### src/rtl/slow_tick_receiver_if.sv
// Slow-tick receiver signal bundle: the slow input and the fast-domain strobes,
// period and status derived from it.
interface slow_tick_receiver_if #(
  parameter int unsigned CNT_W = 25
);
  logic             slow_in;
  logic             rise_pulse;
  logic             fall_pulse;
  logic [CNT_W-1:0] period;
  logic             period_valid;
  logic             locked;
  logic             lost;

  modport master (
    output slow_in,
    input  rise_pulse, fall_pulse, period, period_valid, locked, lost
  );

  modport slave (
    input  slow_in,
    output rise_pulse, fall_pulse, period, period_valid, locked, lost
  );
endinterface

### src/rtl/slow_tick_receiver.sv
// Synchronizes a slow clock-like signal into clk, emits rise/fall enables, measures the
// rising-to-rising period and tracks lock / loss of the slow signal.
module slow_tick_receiver #(
  parameter int unsigned SYNC_STAGES = 2,
  parameter int unsigned CNT_W       = 25,
  parameter int unsigned LOCK_COUNT  = 4,
  parameter int unsigned TOL         = 2,
  parameter int unsigned TIMEOUT     = 4194304
) (
  input logic                 clk,
  input logic                 rst_n,
  slow_tick_receiver_if.slave tick
);

  typedef enum logic [2:0] {StIdle, StMeasure, StAcquire, StLocked, StLost} state_e;

  localparam logic [CNT_W-1:0] CntMax  = {CNT_W{1'b1}};
  localparam logic [CNT_W-1:0] CntOne  = CNT_W'(1);
  localparam logic [CNT_W-1:0] Timeout = CNT_W'(TIMEOUT);
  localparam logic [CNT_W-1:0] Tol     = CNT_W'(TOL);
  localparam logic [3:0]       LockCnt = 4'(LOCK_COUNT);

  logic [SYNC_STAGES-1:0] sync_q;
  logic                   lvl_q;
  logic                   prev_q;
  logic                   rise_q;
  logic                   fall_q;
  logic [CNT_W-1:0]       cnt_q;
  logic [CNT_W-1:0]       ref_q;
  logic [CNT_W-1:0]       period_q;
  logic                   period_valid_q;
  logic                   locked_q;
  logic                   lost_q;
  logic [3:0]             mc_q;
  state_e                 state_q;

  logic [CNT_W-1:0] diff;
  logic             match;
  logic [3:0]       mc_inc;

  // Synchronizer, then a retimed level and its history; strobes are registered
  always_ff @(posedge clk or negedge rst_n) begin
    if (!rst_n) begin
      sync_q <= '0;
      lvl_q  <= 1'b0;
      prev_q <= 1'b0;
      rise_q <= 1'b0;
      fall_q <= 1'b0;
    end else begin
      sync_q <= {sync_q[SYNC_STAGES-2:0], tick.slow_in};
      lvl_q  <= sync_q[SYNC_STAGES-1];
      prev_q <= lvl_q;
      rise_q <= lvl_q & ~prev_q;
      fall_q <= ~lvl_q & prev_q;
    end
  end

  always_ff @(posedge clk or negedge rst_n) begin
    if (!rst_n) begin
      cnt_q <= '0;
    end else if (rise_q) begin
      cnt_q <= CntOne;
    end else if (cnt_q != CntMax) begin
      cnt_q <= cnt_q + CntOne;
    end
  end

  always_comb begin
    diff   = (cnt_q >= ref_q) ? (cnt_q - ref_q) : (ref_q - cnt_q);
    match  = (diff <= Tol);
    mc_inc = mc_q + 4'd1;
  end

  // A mismatching period becomes the new reference so a shifted rate can relock
  always_ff @(posedge clk or negedge rst_n) begin
    if (!rst_n) begin
      state_q        <= StIdle;
      mc_q           <= '0;
      ref_q          <= '0;
      period_q       <= '0;
      period_valid_q <= 1'b0;
      locked_q       <= 1'b0;
      lost_q         <= 1'b0;
    end else begin
      period_valid_q <= 1'b0;
      if (rise_q) begin
        unique case (state_q)
          StIdle: begin
            state_q <= StMeasure;
          end
          StLost: begin
            state_q <= StMeasure;
            lost_q  <= 1'b0;
          end
          StMeasure: begin
            period_q       <= cnt_q;
            period_valid_q <= 1'b1;
            ref_q          <= cnt_q;
            mc_q           <= '0;
            state_q        <= StAcquire;
          end
          StAcquire: begin
            period_q       <= cnt_q;
            period_valid_q <= 1'b1;
            if (match) begin
              mc_q <= mc_inc;
              if (mc_inc == LockCnt) begin
                state_q  <= StLocked;
                locked_q <= 1'b1;
              end
            end else begin
              mc_q  <= '0;
              ref_q <= cnt_q;
            end
          end
          StLocked: begin
            period_q       <= cnt_q;
            period_valid_q <= 1'b1;
            if (!match) begin
              state_q  <= StAcquire;
              mc_q     <= '0;
              locked_q <= 1'b0;
              ref_q    <= cnt_q;
            end
          end
          default: begin
            state_q <= StIdle;
          end
        endcase
      end else if ((cnt_q == Timeout) &&
                   (state_q inside {StMeasure, StAcquire, StLocked})) begin
        state_q  <= StLost;
        lost_q   <= 1'b1;
        locked_q <= 1'b0;
        mc_q     <= '0;
      end
    end
  end

  assign tick.rise_pulse   = rise_q;
  assign tick.fall_pulse   = fall_q;
  assign tick.period       = period_q;
  assign tick.period_valid = period_valid_q;
  assign tick.locked       = locked_q;
  assign tick.lost         = lost_q;

endmodule
### src/flat_wrapper.sv
// flat-port wrapper written by rule: the top's interface ports become plain ports
module slow_tick_receiver_flat 
#(
  parameter int unsigned SYNC_STAGES = 2,
  parameter int unsigned CNT_W       = 25,
  parameter int unsigned LOCK_COUNT  = 4,
  parameter int unsigned TOL         = 2,
  parameter int unsigned TIMEOUT     = 4194304
)
  (clk, rst_n, tick_slow_in, tick_rise_pulse, tick_fall_pulse, tick_period, tick_period_valid, tick_locked, tick_lost);
  slow_tick_receiver_if #(.CNT_W(CNT_W)) tick_i ();
  input logic clk;
  input logic rst_n;
  input wire logic [$bits(tick_i.slow_in)-1:0] tick_slow_in;
  output wire logic [$bits(tick_i.rise_pulse)-1:0] tick_rise_pulse;
  output wire logic [$bits(tick_i.fall_pulse)-1:0] tick_fall_pulse;
  output wire logic [$bits(tick_i.period)-1:0] tick_period;
  output wire logic [$bits(tick_i.period_valid)-1:0] tick_period_valid;
  output wire logic [$bits(tick_i.locked)-1:0] tick_locked;
  output wire logic [$bits(tick_i.lost)-1:0] tick_lost;
  assign tick_i.slow_in = tick_slow_in;
  assign tick_rise_pulse = tick_i.rise_pulse;
  assign tick_fall_pulse = tick_i.fall_pulse;
  assign tick_period = tick_i.period;
  assign tick_period_valid = tick_i.period_valid;
  assign tick_locked = tick_i.locked;
  assign tick_lost = tick_i.lost;
  slow_tick_receiver #(.SYNC_STAGES(SYNC_STAGES), .CNT_W(CNT_W), .LOCK_COUNT(LOCK_COUNT), .TOL(TOL), .TIMEOUT(TIMEOUT)) u_core (.clk(clk), .rst_n(rst_n), .tick(tick_i));
endmodule
### config.mk
export PLATFORM = sky130hd
export DESIGN_NAME = slow_tick_receiver_flat
export DESIGN_NICKNAME = d
export VERILOG_FILES = /design/src/rtl/slow_tick_receiver_if.sv /design/src/rtl/slow_tick_receiver.sv /design/src/flat_wrapper.sv
export SDC_FILE = /design/constraint.sdc
export NUM_CORES = 1
export LEC_CHECK = 0
export BUFFER_PORTS_ARGS = -buffer_cell sky130_fd_sc_hd__buf_2
export CORE_MARGIN = 3
export CORE_UTILIZATION = 35
export DETAILED_ROUTE_END_ITERATION = 12
export PLACE_DENSITY = 0.48
export SLEW_MARGIN = 25
export SYNTH_ARGS = -nofsm -noshare
export SYNTH_HDL_FRONTEND = slang
export SYNTH_SLANG_ARGS = --single-unit
### constraint.sdc
create_clock -name clk -period 8.4 [get_ports clk]
set_input_delay 1.68 -clock clk [delete_from_list [all_inputs] [get_ports clk]]
set_output_delay 1.68 -clock clk [all_outputs]
set_load 0.01 [all_outputs]
Word-level counts from Yosys, hierarchy flattened
Cells that the tools add are included.
{"block": "word_totals", "output_inout_bits": 30, "ff_bits": 91}
{"block": "op_classes", "muxes": 27, "order_cmp": 2, "addsub": 4, "n_eq_ne": 14, "bitwise": 4, "n_reduce_logical": 15}
{"cell": "two-way mux 25 bit", "count": 4}
{"cell": "case mux 25 bit (2 select lines)", "count": 1}
{"cell": "subtractor 25 bit", "count": 2}
{"cell": "adder 25 x 1 -> 25 bit, second input constant", "count": 1}
{"cell": "== test 25 x 23 -> 1 bit, second input constant", "count": 1}
{"cell": ">= comparator 25 bit", "count": 1}
{"cell": "less-or-equal comparator 25 x 2 -> 1 bit, second input constant", "count": 1}
{"cell": "inequality test 25 bit, second input constant", "count": 1}
{"cell": "two-way mux 4 bit", "count": 4}
{"cell": "two-way mux 3 bit", "count": 5}
{"cell": "inequality test 3 bit, second input constant", "count": 4}
{"cell": "case mux 3 bit (4 select lines)", "count": 1}
{"cell": "case mux 4 bit (3 select lines)", "count": 1}
{"cell": "two-way mux 1 bit", "count": 10}
{"cell": "== test 3 x 2 -> 1 bit, second input constant", "count": 2}
{"cell": "AND reduction 3 bit", "count": 2}
{"cell": "nonzero test 2 bit", "count": 3}
{"cell": "AND reduction 5 bit", "count": 1}
{"cell": "adder 4 x 1 -> 4 bit, second input constant", "count": 1}
{"cell": "== test 4 x 3 -> 1 bit, second input constant", "count": 1}
{"cell": "inequality test 2 bit, second input constant", "count": 2}
{"cell": "inequality test 4 bit, second input constant", "count": 1}
{"cell": "AND reduction 2 bit", "count": 2}
{"cell": "AND reduction 4 bit", "count": 1}
{"cell": "other kinds (10)", "count": 13}

Depth between registers and ports, before layout
{"block": "logic_depth", "word_depth": 6, "mapped_depth": 17, "ltp_nobuf": 15}

Least setup slack after synthesis
Ideal clock, no wire load.
{"block": "synth_path", "kind": "flip-flop to flip-flop", "start": "reg u_core.cnt_q[0]", "end": "reg u_core.ref_q[24]", "n_path_buf": 1, "path_stages_with_launch": 17, "arrival_time_ps": 3760, "t_required_ps": 8273, "setup_slack_ps": 4513, "path_cell_list": "dfrtp_1 > inv_1 > ha_1 > inv_1 > fa_1 > a211oi_1 > o21ai_1 > a21o_1 > xor2_1 > a211o_1 > or4_1 > o22ai_1 > nand4b_1 > nor4_4 > a211o_1 > buf_6 > mux2_1"}
{"block": "synth_via", "elab_chain_len": 5}
{"item": "start, declared", "line": "slow_tick_receiver.sv:28", "rtl": "logic [CNT_W-1:0] cnt_q;"}
{"item": "start signal, assigned", "line": "slow_tick_receiver.sv:62", "rtl": "cnt_q <= CntOne;"}
{"item": "start signal, assigned", "line": "slow_tick_receiver.sv:64", "rtl": "cnt_q <= cnt_q + CntOne;"}
{"item": "subtractor 25 bit or >= comparator 25 bit (tied branches)", "line": "slow_tick_receiver.sv:69", "rtl": "diff = (cnt_q >= ref_q) ? (cnt_q - ref_q) : (ref_q - cnt_q);"}
{"item": "two-way mux 25 bit (*)", "line": "slow_tick_receiver.sv:69"}
{"item": "less-or-equal comparator 25 x 2 -> 1 bit (*)", "line": "slow_tick_receiver.sv:70", "rtl": "match = (diff <= Tol);"}
{"item": "inequality test 2 bit (no line) (*)"}
{"item": "AND reduction 3 bit (no line) (*)"}
{"item": "end signal, assigned", "line": "slow_tick_receiver.sv:98", "rtl": "ref_q <= cnt_q;"}
{"item": "end signal, assigned", "line": "slow_tick_receiver.sv:113", "rtl": "ref_q <= cnt_q;"}
{"item": "end signal, assigned", "line": "slow_tick_receiver.sv:123", "rtl": "ref_q <= cnt_q;"}
{"item": "end, declared", "line": "slow_tick_receiver.sv:29", "rtl": "logic [CNT_W-1:0] ref_q;"}
Every way passes the cells marked *; elsewhere a longest branch is shown, timed or not.
A chain may end at the register's enable or synchronous reset.

Worst setup path in the final report
Same ends and word-level chain as after synthesis.

==> results.yml <==
timing:
  finalCritPeriodShare: 0.605
  setup_viol: 0
  worst_slew_pin_slew_ns: 0.779
  finalWorstPathRequiredPeriod_ns: 5.08
  rsz0062_at_grt: "false"
  setup_tns_ns: 0
  final_max_slew_viol_count: 0
  finalClockSkew_ns: 0.00814
  finalHoldViolCount: 0
  relSlewSlack: 0.480
  fmax_mhz: 197
  finalWorstSetupSlack_ns: 3.32
clocking:
  htreeDepth: 3
  cts_hold_buf: 0
  cts_buffer_depth: 2
  cts_tree: "built"
  cts-root-buf: "clkbuf_16"
  cts_buffers: 9
  clkTransAtPathRegs_ns: 0.07
  postCtsSetupBuffers: 0
  clock_latency_ns: 0.35
  clkSinkCount: 91
  ctsResizeCount: 0
run:
  max-cap-violations: 0
min_path:
  whs_path_depth: 0
  min_path_type: "reg -> reg"
cells_and_area:
  syn_to_final_growth_pct: 9.52
  drive_gt1_frac: 0.123
  fin_nets: 849
  num_antenna_cells: 0
  fin_util: 0.397
  nFillCells: 1942
worst_setup_path:
  end_kind: "flip-flop"
  reg2regPathDepth: 16
  cp_max_fo: 25
  slowest_delay_ns: 0.55
  path_class: "reg -> reg"
  critPathLaunchType: "flip-flop"
  crit_chain: "inv_1 -> ha_1 -> inv_1 -> fa_1 -> a211oi_1 -> o21ai_1 -> a21o_1 -> xor2_1 -> a211o_1 -> or4_1 -> o22ai_1 -> nand4b_1 -> nor4_4 -> a211o_1 -> buf_4 -> mux2_1"
  worstPathArrival_ns: 5.31
  crit_path_top_delay_cell: "nor4_4"
  cp.required_ns: 8.63
grt:
  grt_pass1_vias: 5908
  grt_use_total: 0.196
  grt_overflow: 0
  grt_pass1_wl_um: 33500
  antenna_found_initial: 0
  grt_max_degree: 81
logic_synthesis:
  synthTopCellsByArea: "dfrtp_1 (33%), ha_1 (9.7%), mux2_2 (4.4%), a21oi_1 (4.4%), xnor2_1 (4.2%)"
  ys_warn_count: 0
  ys_seq_area_frac: 0.332
  syn-num-nets: 835
  async_reset_ff_frac: 1.00
  yosys_register_bits: 91
  synth_edf_count: 0
  yosys.area.top_type_share: 0.332
  synth_area_sq_um: 6860
  synth_ff_type: "dfrtp_1"
  avgSynthCellArea_sq_um: 8.83
  synth_cell_types: 69
  synthCells: 777
  yosys.area.top_type: "dfrtp_1"
die:
  die-height_um: 146
  die-area_sq_um: 21300
  fp-row-count: 50
  start_util: 0.362
  die_w_um: 146
  io_pins: 33
  core_region_area_sq_um: 19000
placement:
  io_buffers: 32
  dp_hpwl_um: 16300
  dp_slack_ns: 3.44
  gp_congestion: 0.952
power:
  p_leak_nw: 3.70
  power_density_nw_per_um2: 317
  power_mw: 2.38
  peakVddDrop_v: 0.000164
route:
  viasPerCell: 5.57
  drt_iter0_drc: 503
  wl_um: 20700
  avgRoutedWirePerCell_um: 19.6
  drcViolationCount: 0
  drt_pass1_iterations: 5
  drtAntennaViolNets: 0
  num_vias: 5882
outcome:
  status: "complete, no violations"
## synth_stat cells (3+ instances only)
cell and number:
or3_1 3, nor3_1 15, nor2b_1 5, o21bai_1 10
nand2_1 59, a21o_1 14, xnor2_1 33, mux2_2 27
or2_2 3, xor2_1 7, and4b_1 3, o21ai_0 47
o221ai_1 5, mux2i_1 28, buf_4 3, a211oi_1 9
a21oi_1 60, o21ai_1 3, dfrtp_1 91, a22oi_1 3
o211ai_1 9, clkbuf_1 14, and2_1 3, nor3_2 3
nand3_1 24, and3_1 5, ha_1 53, nand4_1 16
o21a_1 7, nor2_1 69, o211a_1 4, buf_2 9
a31oi_1 5, nor3b_1 5, and4_1 5, inv_1 61
a211o_1 3, nor4_1 10
## worst paths after layout
path,start,endpoint,slack (ns)
max,u_core.cnt_q[0],u_core.ref_q[24],3.32
min,u_core.sync_q[0],u_core.sync_q[1],0.36
max reg2reg,u_core.cnt_q[0],u_core.ref_q[24],3.32
min reg2reg,u_core.sync_q[0],u_core.sync_q[1],0.36
max in group asynchronous,rst_n,u_core.ref_q[4],6.25
min in group asynchronous,rst_n,u_core.ref_q[19],1.16
## per-layer routing
metal	track usage	routed length [um]	vias to the layer above
met5	0	0	-
met4	0.0654	565	0
met3	0.0248	870	29
met2	0.308	9370	167
met1	0.279	9870	2877
li1	-	-	2809
## worst max-delay path, delay by kind of cell (launching register included)
kind / cells / cell delay (ns)
XOR/XNOR: 1 / 0.15
AO/OA/AOI/OAI: 6 / 1.46
adder cells (fa/ha/maj): 2 / 0.63
buffers and inverters: 3 / 0.63
AND/OR/NAND/NOR: 3 / 1.25
flip-flops: 1 / 0.45
multiplexers: 1 / 0.36
## area by class of cell
cell class                      instances  area [sq um]  share of cell area
Multi-Input combinational cell        592          4160               0.554
Sequential cell                        91          2280               0.303
Tap cell                              260           325              0.0433
Clock buffer                           10           229              0.0305
Inverter                               61           229              0.0305
Timing Repair Buffer                   36           196              0.0261
Clock inverter                          6          95.1              0.0127
## registers in the layout, summed over array words and instances (netlist names)
name / count
u_core.tick.locked: 1
u_core.tick.fall_pulse: 1
u_core.tick.rise_pulse: 1
u_core.ref_q: 25
u_core.mc_q: 4
u_core.prev_q: 1
u_core.tick.lost: 1
u_core.lvl_q: 1
u_core.tick.period_valid: 1
u_core.tick.period: 25
u_core.state_q: 3
u_core.cnt_q: 25
u_core.sync_q: 2
## through the flow
step           instance area, sq um  cells  hold slack, ns
2_1_floorplan                  6860    777           0.331
3_3_place_gp                   7190   1040           0.350
3_5_place_dp                   7190   1040           0.343
4_1_cts                        7510   1056           0.363
5_1_grt                        7520   1056           0.366
6_report                       7520   1056           0.360
## cell families after synthesis
kind of cell,share of synthesized area
XOR/XNOR,0.0510
adder cells (fa/ha/maj),0.102
buffers and inverters,0.0618
AND/OR/NAND/NOR,0.172
flip-flops,0.332
multiplexers,0.0868
AO/OA/AOI/OAI,0.194
## layout by cell type, fill, tap and decap left out, types with 28 or more instances in the layout
master,count
a21oi_1,60
buf_2,31
dfrtp_1,91
ha_1,53
inv_1,61
mux2i_1,28
nand2_1,59
nor2_1,68
o21ai_0,47
xnor2_1,33
## power breakdown
group / switching, mW / total, mW / internal (mW)
combinational: 0.855 / 1.43 / 0.579
clock: 0.182 / 0.446 / 0.264
sequential: 0.0336 / 0.504 / 0.471
Power figures use the tool's default switching activity.
